[src/rtl/excess3_serial_to_bcd_if.sv]
// Handshake bundle for the bit-serial excess-3 decoder: serial input side plus packed BCD output side.
interface excess3_serial_to_bcd_if #(
  parameter int NDIGITS = 4
);
  logic                   in_valid;
  logic                   in_bit;
  logic                   in_ready;
  logic                   out_valid;
  logic                   out_ready;
  logic [4*NDIGITS-1:0]   bcd_out;
  logic                   err;

  modport master (
    output in_valid, in_bit, out_ready,
    input  in_ready, out_valid, bcd_out, err
  );

  modport slave (
    input  in_valid, in_bit, out_ready,
    output in_ready, out_valid, bcd_out, err
  );
endinterface

[src/rtl/excess3_serial_to_bcd.sv]
// Bit-serial excess-3 to packed BCD decoder; each LSB-first nibble has 3 subtracted and
// invalid codes become 4'hF with a sticky per-word error flag.
module excess3_serial_to_bcd #(
  parameter int NDIGITS = 4
) (
  input  logic                      clk,
  input  logic                      rst_n,
  input  logic                      sync_clr,
  excess3_serial_to_bcd_if.slave    bus
);
  localparam int WB = 4 * NDIGITS;
  localparam int CW = (WB > 1) ? $clog2(WB) : 1;
  localparam logic [CW-1:0] LAST = CW'(WB - 1);

  typedef enum logic {SHIFT, HOLD} state_t;

  state_t          state_reg;
  logic [CW-1:0]   cnt_reg;
  logic [3:0]      nib_reg;
  logic [WB-1:0]   word_reg;
  logic            werr_reg;
  logic            out_valid_reg;
  logic [WB-1:0]   bcd_out_reg;
  logic            err_reg;

  logic            in_ready;
  logic            accept;
  logic [3:0]      nib_full;
  logic            nib_done;
  logic            bad;
  logic [3:0]      digit;
  logic            last;
  logic [CW-1:0]   slot_idx;
  logic [WB-1:0]   word_next;

  assign in_ready = (state_reg == SHIFT) || bus.out_ready;
  assign accept   = bus.in_valid && in_ready;
  // New bit enters at the MSB so the first (LSB) bit ends up in bit 0 after four shifts.
  assign nib_full = {bus.in_bit, nib_reg[3:1]};
  assign nib_done = accept && (cnt_reg[1:0] == 2'b11);
  assign bad      = (nib_full < 4'd3) || (nib_full > 4'd12);
  assign digit    = bad ? 4'hF : (nib_full - 4'd3);
  assign last     = accept && (cnt_reg == LAST);
  assign slot_idx = cnt_reg >> 2;

  for (genvar gi = 0; gi < NDIGITS; gi++) begin : g_slot
    assign word_next[4*gi +: 4] = (nib_done && (slot_idx == CW'(gi))) ? digit
                                                                      : word_reg[4*gi +: 4];
  end

  always_ff @(posedge clk or negedge rst_n) begin
    if (!rst_n) begin
      state_reg     <= SHIFT;
      cnt_reg       <= '0;
      nib_reg       <= '0;
      word_reg      <= '0;
      werr_reg      <= 1'b0;
      out_valid_reg <= 1'b0;
      bcd_out_reg   <= '0;
      err_reg       <= 1'b0;
    end else if (sync_clr) begin
      state_reg     <= SHIFT;
      cnt_reg       <= '0;
      nib_reg       <= '0;
      word_reg      <= '0;
      werr_reg      <= 1'b0;
      out_valid_reg <= 1'b0;
    end else begin
      if (state_reg == HOLD && bus.out_ready) begin
        out_valid_reg <= 1'b0;
        state_reg     <= SHIFT;
      end
      if (accept) begin
        nib_reg  <= nib_full;
        word_reg <= word_next;
        if (nib_done && bad) begin
          werr_reg <= 1'b1;
        end
        if (last) begin
          // The final digit is folded in directly so the word appears one cycle after its last bit.
          cnt_reg       <= '0;
          werr_reg      <= 1'b0;
          word_reg      <= '0;
          bcd_out_reg   <= word_next;
          err_reg       <= werr_reg || (nib_done && bad);
          out_valid_reg <= 1'b1;
          state_reg     <= HOLD;
        end else begin
          cnt_reg <= cnt_reg + CW'(1);
        end
      end
    end
  end

  assign bus.in_ready  = in_ready;
  assign bus.out_valid = out_valid_reg;
  assign bus.bcd_out   = bcd_out_reg;
  assign bus.err       = err_reg;
endmodule

[src/flat_wrapper.sv]
// flat-port wrapper written by rule: the top's interface ports become plain ports
module excess3_serial_to_bcd_flat 
#(
  parameter int NDIGITS = 4
)
  (clk, rst_n, sync_clr, bus_in_valid, bus_in_bit, bus_out_ready, bus_in_ready, bus_out_valid, bus_bcd_out, bus_err);
  excess3_serial_to_bcd_if #(.NDIGITS(NDIGITS)) bus_i ();
  input  logic clk;
  input  logic rst_n;
  input  logic sync_clr;
  input wire logic [$bits(bus_i.in_valid)-1:0] bus_in_valid;
  input wire logic [$bits(bus_i.in_bit)-1:0] bus_in_bit;
  input wire logic [$bits(bus_i.out_ready)-1:0] bus_out_ready;
  output wire logic [$bits(bus_i.in_ready)-1:0] bus_in_ready;
  output wire logic [$bits(bus_i.out_valid)-1:0] bus_out_valid;
  output wire logic [$bits(bus_i.bcd_out)-1:0] bus_bcd_out;
  output wire logic [$bits(bus_i.err)-1:0] bus_err;
  assign bus_i.in_valid = bus_in_valid;
  assign bus_i.in_bit = bus_in_bit;
  assign bus_i.out_ready = bus_out_ready;
  assign bus_in_ready = bus_i.in_ready;
  assign bus_out_valid = bus_i.out_valid;
  assign bus_bcd_out = bus_i.bcd_out;
  assign bus_err = bus_i.err;
  excess3_serial_to_bcd #(.NDIGITS(NDIGITS)) u_core (.clk(clk), .rst_n(rst_n), .sync_clr(sync_clr), .bus(bus_i));
endmodule
[config.mk]
export PLATFORM = sky130hd
export DESIGN_NAME = excess3_serial_to_bcd_flat
export DESIGN_NICKNAME = d
export VERILOG_FILES = /design/src/rtl/excess3_serial_to_bcd_if.sv /design/src/rtl/excess3_serial_to_bcd.sv /design/src/flat_wrapper.sv
export SDC_FILE = /design/constraint.sdc
export NUM_CORES = 1
export LEC_CHECK = 0
export CORE_UTILIZATION = 40
export DETAILED_ROUTE_END_ITERATION = 10
export PLACE_DENSITY = 0.62
export SETUP_SLACK_MARGIN = 0.4
export SYNTH_ARGS = -nofsm -noshare
export SYNTH_HDL_FRONTEND = slang
export SYNTH_SLANG_ARGS = --single-unit
[constraint.sdc]
create_clock -name clk -period 3 [get_ports clk]
set_input_delay 0.9 -clock clk [delete_from_list [all_inputs] [get_ports clk]]
set_output_delay 0.9 -clock clk [all_outputs]
set_load 0.02 [all_outputs]
==> results by group <==
Yosys
  – Cell variety after synth: 42
  – Synth Flop Type: dfrtp_1
  – Top cells by area, synth: dfrtp_1, mux2_4, mux2_2
  – Post-Synthesis Cells: approximately 170
  – Register area share after synthesis: 0.517
  – Avg Cell Area, Syn: ~11 µm²
  – Post-Syn Area: between 1500 and 2000 µm²
  – Post-synth top area share: 0.517
  – Seq cells post-synth: 39
  – Dominant cell type by area after synthesis: dfrtp_1
  – Number of flops mapped to enable cells by yosys: 0
  – Post-synthesis async set-or-reset flop share: 1.00
  – Yosys warns: 0
  – Post-Syn Nets: 177

Layout
  – Max reg flops: 16
  – Register area: just under 1000 µm²
  – Non-Filler Instances: 247
  – Fraction of layout cells with a size suffix above 1: 0.169
  – ANT cells: 0
  – Fillers: between 300 and 400
  – Post-layout nets: slightly above 200
  – Final Util: 0.506
  – Multi-input logic area: a little under 800 µm²
  – Area Growth Syn to Fin: 19.2%

Placed design
  – DP Wirelength: around 2.6 mm
  – Cell count after placement: roughly 240
  – RD Place Congestion: between 0.7 and 0.8
  – Port buffer count: 24

Worst setup path
  – Critical path launch point type: input port
  – RR Endpoint: u_core.word_reg[0]$_DFFE_PN0P_
  – WP data arrival: roughly 1600 ps
  – CP Class: input port to output pin
  – Flop-to-flop setup slack: around 1200 ps
  – Critical Path RT: about 2100 ps
  – Reg2reg path depth: 5
  – Worst Path Max Fanout: 2
  – Crit. End Element: output pin
  – RR Startpoint: u_core.nib_reg[1]$_DFFE_PN0P_

Routing
  – Router iterations before antenna repair: 7
  – Vias per cell: 5.50
  – Post-Route WL: 3.81 mm
  – Routed len/inst: ~15 µm
  – Via Count: between 1k and 1.5k
  – Final ANT Viol Nets: 0
  – First DRT Iteration DRCs: 53
  – # DRC: 4

CTS
  – TritonCTS Sinks: 39
  – Level count of the clock H-tree: 2
  – Clk Latency, worst-skew pair: ~290 ps
  – Setup repair bufs after CTS: 0
  – Clock Tree Buf Depth: 2
  – Worst-path clk slew: 70 ps
  – TritonCTS clock tree: yes
  – CTS buffer count: 5
  – Clk root buf: clkbuf_8

Die
  – Die width: around 70 µm
  – Die height: 70.7 µm
  – I/O pins: 25
  – Initial Util: 0.425
  – Core ar.: 4440 µm²
  – Die area: about 5000 µm²
  – Row count: 24

Pwr
  – Cell Pwr Density: 409 nW/µm²
  – Total power: roughly 0.92 mW
  – P_leak: roughly 1 nW
  – VDD IR max: roughly 0.23 mV

Hold path
  – Hold EP: u_core.werr_reg$_DFFE_PN0P_
  – Hold Crit Depth: 1
  – Hold Crit Start: u_core.werr_reg$_DFFE_PN0P_
  – Hold Path Class: flip-flop to flip-flop

Run status
  – Outcome: finished, violations left
  – Failing checks: DRC

Global route
  – GR peak layer: met2
  – Vias in the first global route: 1355
  – First-pass GRT wire length: around 6.6 mm
  – Gr ovfl total: 0
  – Met3 Use GR: 0.0499
  – Largest net degree at the start of global routing: 40
  – GR Util met2: 0.269
  – Met1 Usage GRT: 0.224
  – Initial antenna violation count: 0
  – Tot GR Track Use: 0.173

Timing
  – Min cycle time layout: around 2500 ps
  – Fin Setup TNS: 0 ps
  – Final Max Slew Viols: 0
  – Min Hold Slack: 505 ps
  – Period utilisation layout: 0.843
  – Slew headroom: 0.446
  – FMAX: 396 MHz
  – Final hold vios: 0
  – Worst Tran Pin Value: between 800 and 900 ps
  – RSZ-0062 raised after global routing: false
  – Layout Skew: about 7.3 ps
  – Final setup vio count: 0

Flow run
  – Max Cap Viol: 0
[repair_timing]
action	in CTS	in global routing
gates resized for setup	4	0
hold buffers	0	0
endpoints found under the setup margin	1	0
[area by class of cell]
class / count / share of cell area
tap: 52 / 0.0289
sequential: 39 / 0.434
inverter: 16 / 0.0267
clock inverter: 1 / 0.00222
multi-input combinational: 102 / 0.350
clock buffer: 7 / 0.0339
timing repair buffer: 30 / 0.125
[where the power goes]
part | internal (mW) | switching (mW) | total [mW]
Sequential | 0.530 | 0.00524 | 0.535
Combinational | 0.0169 | 0.0346 | 0.0516
Clock | 0.163 | 0.171 | 0.335
[cells in the mapped netlist, types with 3 or more instances]
cell	n
a21oi_1	9
a31o_2	3
clkbuf_1	6
dfrtp_1	39
ha_1	3
inv_1	15
mux2_2	7
mux2_4	6
mux2i_1	4
nand2_1	4
nand3_1	6
nand4_1	3
nor2_1	4
nor2b_1	9
nor3_1	5
o21ai_0	8
o32ai_1	6
o41ai_1	3
[worst max-delay path by stage]
stage                        end  slack, ps          start  depth (start not counted)
floorplan           bus_in_ready        550  bus_out_ready                          4
global placement    bus_in_ready        -10  bus_out_ready                          4
detailed placement  bus_in_ready        -30  bus_out_ready                          4
CTS                 bus_in_ready        470  bus_out_ready                          4
global route        bus_in_ready        420  bus_out_ready                          4
finish              bus_in_ready        470  bus_out_ready                          4
[critical path: stages]
cell	delay, ps
dlygate4sd2_1	270
nor2b_4	120
clkinv_1	80
clkdlybuf4s15_2	250
[placed cells by master, fill, tap and decap left out, types with 2 or more instances in the layout]
master and instances:
buf_4 6, nand2_1 4, a21oi_1 9, and3_1 2, nand3_1 6, a31o_2 3, mux2_4 6, clkbuf_1 2
o32ai_1 6, nor2b_1 9, nand4_1 3, mux2_2 7, mux2i_1 4, ha_1 3, dfrtp_1 39, o41ai_1 3
o21ai_0 8, inv_1 15, clkbuf_8 5, nor2_1 4, nor3_1 5, a311oi_1 2, nand2b_1 2, clkdlybuf4s50_1 21
[metal layers]
metal,vias up,part of all wire
met5,-,0
met4,0,0.024
met3,9,0.037
met2,29,0.49
met1,665,0.45
li1,655,-
[stage by stage]
stage | setup slack, ps | instance area [µm²]
floorplan | 554 | 1890
global route | 417 | 2250
detailed placement | -29.2 | 2170
finish | 472 | 2250
CTS | 471 | 2250
global placement | -11.9 | 2170
[cell families after synthesis]
family	after synthesis	synth area share
mux	17	0.111
buf+inv	27	0.0656
simple gates	42	0.135
compound gates	40	0.151
flops	39	0.517
fa+ha+maj	3	0.0199
No activity file was read; power rests on OpenSTA's default activity.
